<file path="src/rtl/multicycle_control_unit.sv">
// rtl/multicycle_control_unit.sv - Moore control FSM for the multicycle MIPS datapath (optional jump: MCU_JUMP_EN)
module multicycle_control_unit #(
  parameter int OP_WIDTH    = 6,
  parameter int STATE_WIDTH = 4
) (
  input  logic                   clk,
  input  logic                   reset,
  input  logic [OP_WIDTH-1:0]    op_i,
  input  logic [OP_WIDTH-1:0]    funct_i,
  input  logic                   zero_i,
  output logic                   PCen,
  output logic                   IorD,
  output logic                   MemWrite,
  output logic                   IRWrite,
  output logic                   RegDst,
  output logic                   MemtoReg,
  output logic                   RegWrite,
  output logic                   ALUSrcA,
  output logic [1:0]             ALUSrcB,
  output logic [2:0]             ALUControl,
  output logic [1:0]             PCsrc,
  output logic                   illegal_op_o,
  output logic [STATE_WIDTH-1:0] state_o
);

  typedef enum logic [STATE_WIDTH-1:0] {
    FETCH    = 4'd0,
    DECODE   = 4'd1,
    MEMADR   = 4'd2,
    MEMRD    = 4'd3,
    MEMWB    = 4'd4,
    MEMWR    = 4'd5,
    EXECUTE  = 4'd6,
    ALUWB    = 4'd7,
    BRANCH   = 4'd8,
    ADDIEXEC = 4'd9,
    ADDIWB   = 4'd10,
    JUMP     = 4'd11
  } state_t;

  localparam logic [OP_WIDTH-1:0] OP_RTYPE = 6'h00;
  localparam logic [OP_WIDTH-1:0] OP_J     = 6'h02;
  localparam logic [OP_WIDTH-1:0] OP_BEQ   = 6'h04;
  localparam logic [OP_WIDTH-1:0] OP_ADDI  = 6'h08;
  localparam logic [OP_WIDTH-1:0] OP_LW    = 6'h23;
  localparam logic [OP_WIDTH-1:0] OP_SW    = 6'h2B;

  state_t      r_state;
  state_t      w_next;
  logic [1:0]  w_alu_op;
  logic        w_alu_en;
  logic        w_pc_write;
  logic        w_branch;
  logic        w_irwrite;
  logic        w_memwrite;
  logic        w_regwrite;
  logic        w_illegal;
  logic [2:0]  w_funct_ctl;
  logic        w_funct_legal;

  // State register; reset parks the machine in FETCH regardless of the clock
  always_ff @(posedge clk or posedge reset) begin
    if (reset) r_state <= FETCH;
    else       r_state <= w_next;
  end

  // Next-state selection; DECODE dispatches on the opcode, unused codes recover to FETCH
  always_comb begin
    w_next = FETCH;
    case (r_state)
      FETCH:  w_next = DECODE;
      DECODE: begin
        case (op_i)
          OP_LW, OP_SW: w_next = MEMADR;
          OP_RTYPE:     w_next = EXECUTE;
          OP_BEQ:       w_next = BRANCH;
          OP_ADDI:      w_next = ADDIEXEC;
`ifdef MCU_JUMP_EN
          OP_J:         w_next = JUMP;
`endif
          default:      w_next = FETCH;
        endcase
      end
      MEMADR:   w_next = (op_i == OP_LW) ? MEMRD : MEMWR;
      MEMRD:    w_next = MEMWB;
      EXECUTE:  w_next = ALUWB;
      ADDIEXEC: w_next = ADDIWB;
      default:  w_next = FETCH;
    endcase
  end

  // R-type funct decode; an unknown funct falls back to add and is flagged
  always_comb begin
    w_funct_ctl   = 3'b010;
    w_funct_legal = 1'b1;
    case (funct_i)
      6'h20:   w_funct_ctl = 3'b010;
      6'h22:   w_funct_ctl = 3'b110;
      6'h24:   w_funct_ctl = 3'b000;
      6'h25:   w_funct_ctl = 3'b001;
      6'h2A:   w_funct_ctl = 3'b111;
      default: w_funct_legal = 1'b0;
    endcase
  end

  // Per-state control strobes; everything not listed for a state stays 0
  always_comb begin
    IorD       = 1'b0;
    RegDst     = 1'b0;
    MemtoReg   = 1'b0;
    ALUSrcA    = 1'b0;
    ALUSrcB    = 2'b00;
    PCsrc      = 2'b00;
    w_alu_op   = 2'b00;
    w_alu_en   = 1'b1;
    w_pc_write = 1'b0;
    w_branch   = 1'b0;
    w_irwrite  = 1'b0;
    w_memwrite = 1'b0;
    w_regwrite = 1'b0;
    w_illegal  = 1'b0;
    case (r_state)
      FETCH: begin
        ALUSrcB    = 2'b01;
        w_irwrite  = 1'b1;
        w_pc_write = 1'b1;
      end
      DECODE: begin
        ALUSrcB = 2'b11;
        case (op_i)
          OP_LW, OP_SW, OP_RTYPE, OP_BEQ, OP_ADDI: w_illegal = 1'b0;
`ifdef MCU_JUMP_EN
          OP_J:    w_illegal = 1'b0;
`endif
          default: w_illegal = 1'b1;
        endcase
      end
      MEMADR: begin
        ALUSrcA = 1'b1;
        ALUSrcB = 2'b10;
      end
      MEMRD:  IorD = 1'b1;
      MEMWB: begin
        MemtoReg   = 1'b1;
        w_regwrite = 1'b1;
      end
      MEMWR: begin
        IorD       = 1'b1;
        w_memwrite = 1'b1;
      end
      EXECUTE: begin
        ALUSrcA   = 1'b1;
        w_alu_op  = 2'b10;
        w_illegal = ~w_funct_legal;
      end
      ALUWB: begin
        RegDst     = 1'b1;
        w_regwrite = 1'b1;
      end
      BRANCH: begin
        ALUSrcA  = 1'b1;
        w_alu_op = 2'b01;
        PCsrc    = 2'b01;
        w_branch = 1'b1;
      end
      ADDIEXEC: begin
        ALUSrcA = 1'b1;
        ALUSrcB = 2'b10;
      end
      ADDIWB: w_regwrite = 1'b1;
`ifdef MCU_JUMP_EN
      JUMP: begin
        PCsrc      = 2'b10;
        w_pc_write = 1'b1;
      end
`endif
      default: w_alu_en = 1'b0;
    endcase
  end

  // ALU function select from the internal ALUOp
  always_comb begin
    ALUControl = 3'b000;
    if (w_alu_en) begin
      case (w_alu_op)
        2'b01:   ALUControl = 3'b110;
        2'b10:   ALUControl = w_funct_ctl;
        default: ALUControl = 3'b010;
      endcase
    end
  end

  // Write strobes and the illegal flag are held low while reset is asserted
  assign PCen         = ~reset & (w_pc_write | (w_branch & zero_i));
  assign IRWrite      = ~reset & w_irwrite;
  assign MemWrite     = ~reset & w_memwrite;
  assign RegWrite     = ~reset & w_regwrite;
  assign illegal_op_o = ~reset & w_illegal;
  assign state_o      = r_state;

endmodule

</file>
<file path="config.mk">
export PLATFORM = sky130hd
export DESIGN_NAME = multicycle_control_unit
export DESIGN_NICKNAME = d
export VERILOG_FILES = /design/src/rtl/multicycle_control_unit.sv
export SDC_FILE = /design/constraint.sdc
export NUM_CORES = 1
export LEC_CHECK = 0
export CORE_ASPECT_RATIO = 0.75
export CORE_MARGIN = 10
export CORE_UTILIZATION = 30
export CTS_CLUSTER_DIAMETER = 200
export DETAILED_ROUTE_END_ITERATION = 7
export PLACE_DENSITY_LB_ADDON = 0.2
export SLEW_MARGIN = 20
export SYNTH_ARGS = -nofsm -noshare
export SYNTH_HDL_FRONTEND = slang
export SYNTH_SLANG_ARGS = --single-unit
</file>
<file path="constraint.sdc">
create_clock -name clk -period 2.3 [get_ports clk]
set_clock_uncertainty 0.05 [all_clocks]
set_input_delay 0.345 -clock clk [delete_from_list [all_inputs] [get_ports clk]]
set_output_delay 0.345 -clock clk [all_outputs]
set_load 0.01 [all_outputs]
</file>
==> results list <==
- Worst-case clock buffer depth: 2
- Warning count from the yosys run: 0
- 0 antenna diodes ended up in the layout.
- Of all flip-flops after synthesis, the portion carrying an async set or reset was 100%.
* Number of cells produced by synthesis: 83
* Worst Path Class, Setup: flop to primary output
- Clock-pin slew was measured on the worst setup and hold paths at 40 ps.
- Pre-Repair DR Iteration Count: 3
- The tool flagged a number of max-cap violations equal to 0.
- The final hold violation count came to 0.
- Maximum number of pins on one net before global-route repair: 13
- Setup violations remaining at the end of the flow were counted as 1.
- The worst setup path is captured at a primary output.
* 1st-iter DRT viols: 9
* # nets final: 161
- In this run the critical register-to-register path is launched from state_o[1].
- Measured in cells, the most critical reg-to-reg path has a length of 5.
* Post-detailed-route count of antenna-violating nets: 0
- End of the worst register-to-register path: state_o[1]
- Dividing total power by cell area gives a power density of 528 nW/µm².
* Number of flip-flops under the largest register name: 4
* Worst setup path startpoint: state_o[0]
- Top FF cell, synth: sky130_fd_sc_hd__dfrtp_1
* Initial standard-cell utilization of the core: 31.4%
* Number of buffers added by the clock tree synthesis step: 3
- Total power for the finished layout comes to 0.000639 W.
* Via total after detailed routing: 809
- After detailed placement, the total cell area comes to 1160 µm².
- Routed len/inst: 13.5 µm
- The internal power of the cells totals 0.000401 W.
- Horiz. Die Dim: 72.5 µm
* Category of the worst setup path launch point: flop
* Post-synthesis instance area: 621 µm²
- The die is 59.4 µm tall.
- The congestion estimate from routability-driven global placement came to 0.773.
- Synth-to-layout area growth: 94.8%
- Summing the sequential cell areas from Yosys gives 16.1% of the chip area.
- TritonCTS built the clock tree.
* Aggregate global routing overflow: 0
- Total routing usage reported by global routing: 10.2%
* Number of global-route vias before repair: 864
- Global-route wire length before repair: 3670 µm
* Type of the worst min-delay path: primary input to asynchronous set/reset pin
* Setup repair after global routing missed its margin: true
- Proportion of netlist area held by the largest area contributor: 16.1%
- Syn_nets: 101
- Number of core rows: 14
* Leakage component of the power: 0.528 nW
- Summed over all layers, the routed wires come to 2230 µm.
- In this run the worst path has a maximum fanout of 3.
* Cell taking the most area after synthesis: sky130_fd_sc_hd__dfrtp_1
- Clock share of power: 13.2%
- After routing, the total negative slack on setup checks comes to -13.7 ps.
- By area the synthesized netlist is led by sky130_fd_sc_hd__dfrtp_1 16%, sky130_fd_sc_hd__ha_1 6.0%, sky130_fd_sc_hd__a21oi_1 4.8%.
- Register share of total power: 14.7%
- Logic gate share of total power: 72.2%
* Vias per inst: 4.90
- With fillers left out, the area of the finished cells amounts to 1210 µm².
- Detailed placer's ending HPWL: 1890 µm
- Port buffering added 33 buffers.
- Post-synth EDFFs: 0
- Switching share of power: 37.2%
- Core utilization of the finished layout: 61.1%
- In this run the clock root is driven by a sky130_fd_sc_hd__clkbuf_4.
- Standard cell core area: 1980 µm²
- The number of pins exceeding their max-slew limit in the final report was 0.
* Required @ worst endpoint: 1900 ps
- Post-route worst setup slack: -13.7 ps
- Number of placed instances, taps included: 160
- Synthesis instantiated 39 different standard cells from the library.
* Remaining routing DRC violations: 0
- The finished layout holds 165 standard cells, fillers aside.
- Final worst-path cycle share: 101%
- In the final layout, the share of cells above drive strength 1 is 39.0%.
- Dominant cell by count in the synthesized netlist: sky130_fd_sc_hd__nor2_1
- The checks that failed: setup timing.
- The run finished, with violations left.
* Register bit count reported by yosys: 4
* I/O pin count: 35
- Deepest level of the CTS H-tree: 1
* Clock latency on the worst-skew pair: 230 ps
* FMAX: 432 MHz
- Average footprint of a synthesized cell: 7.48 µm²
- Total of hold buffers inserted after clock tree synthesis: 0
- For this design the total switching power over the nets is 0.000238 W.
- CTS sink cnt: 4
* End point of the critical path: ALUControl[1]
- Synth cell count leaders: 8 x sky130_fd_sc_hd__nor2_1, 6 x sky130_fd_sc_hd__a21oi_1
- The die covers 4310 µm².
- Maximum ir drop on the vdd rail: 0.434 mV
- Data arrives at the worst endpoint at 1920 ps.
- Internal reg-to-reg setup slack: 950 ps
- The routed design could run at a clock period as short as 2310 ps.
- Number of antenna violations at the first check in global routing: 0
-- routing by layer --
metal	track usage, %	part of all wire, %	vias to the layer above
li1	-	-	414
met1	10.5	41	372
met2	19.3	51	23
met3	3.18	8.1	0
met4	3.24	0	0
met5	0	0	-
-- kinds of logic after synthesis --
logic type                 synth area share [%]
and+or+nand+nor                            39.5
xor gates and xnor gates                   2.82
adders and majority gates                  6.05
AOI/OAI and AO/OA                          21.2
other                                     0.604
buffers and inverters                      10.3
muxes                                      3.43
DFF                                        16.1
-- worst min path at each step --
stage                    start          to  slack, ps  cells past startpoint
CTS                      reset  state_o[1]        560                      4
global route             reset  state_o[1]        590                      4
detailed placement  state_o[0]  state_o[0]        610                      2
finish                   reset  state_o[0]        560                      4
floorplan                reset  state_o[0]         70                      1
global placement    state_o[0]  state_o[0]        600                      2
-- metrics by stage --
stage / worst slack, ps / hold WS [ps]
finish: -13.7 / 562
global route: -74.5 / 588
CTS: -37.4 / 558
detailed placement: -318 / 614
global placement: -279 / 596
floorplan: 5.54 / 69.3
-- layout make-up --
| type | instances | area, µm² |
|---|---|---|
| clock buffer | 3 | 22.5 |
| fill | 197 | 771 |
| inverter | 5 | 18.8 |
| multi-input combinational | 67 | 513 |
| sequential | 4 | 101 |
| tap | 24 | 30.0 |
| timing repair buffer | 62 | 523 |
-- timing repair --
item | CTS | global route
hold endpoints to repair | 0 | 0
setup endpoints to repair | 8 | 3
setup buffers | 2 | 0
gates resized for setup | 23 | 4
pin swaps | 2 | 0
-- power by group through the flow --
| stage | clock network, W | logic, W | registers (W) |
|---|---|---|---|
| floorplan | 0 | 0.000215 | 0.0000976 |
| CTS | 0.0000875 | 0.000464 | 0.0000935 |
| global placement | 0 | 0.000457 | 0.0000954 |
| finish | 0.0000840 | 0.000461 | 0.0000936 |
| detailed placement | 0 | 0.000461 | 0.0000971 |
| global route | 0.0000920 | 0.000503 | 0.0000956 |
-- worst max-delay path, stage by stage, from the launching register on --
cell and delay [ps]:
sky130_fd_sc_hd__dfrtp_1 380, sky130_fd_sc_hd__or2_4 270, sky130_fd_sc_hd__nor3_4 140, sky130_fd_sc_hd__inv_2 70, sky130_fd_sc_hd__ha_4 240, sky130_fd_sc_hd__nor2b_1 130
sky130_fd_sc_hd__a31o_2 220, sky130_fd_sc_hd__a21oi_2 110, sky130_fd_sc_hd__buf_2 140
-- placed cells by master (no fill, tap or decap), types with 2 or more instances in the layout --
master                            count
sky130_fd_sc_hd__a21oi_1              5
sky130_fd_sc_hd__clkdlybuf4s50_1     25
sky130_fd_sc_hd__buf_2                4
sky130_fd_sc_hd__and3_1               4
sky130_fd_sc_hd__inv_1                2
sky130_fd_sc_hd__clkbuf_4             3
sky130_fd_sc_hd__nand2_1              4
sky130_fd_sc_hd__inv_2                3
sky130_fd_sc_hd__nor3b_1              3
sky130_fd_sc_hd__nand4_1              2
sky130_fd_sc_hd__or3_1                2
sky130_fd_sc_hd__dfrtp_1              3
sky130_fd_sc_hd__buf_4               29
sky130_fd_sc_hd__a221oi_1             2
sky130_fd_sc_hd__or2_4                2
sky130_fd_sc_hd__dlygate4sd2_1        4
sky130_fd_sc_hd__nor3_1               2
sky130_fd_sc_hd__nor3_2               3
sky130_fd_sc_hd__nor2b_1              2
sky130_fd_sc_hd__nor4_1               2
sky130_fd_sc_hd__nand2b_1             4
sky130_fd_sc_hd__nor2_1               8
sky130_fd_sc_hd__ha_4                 2
Note: power is estimated with default switching activity, not from simulation.
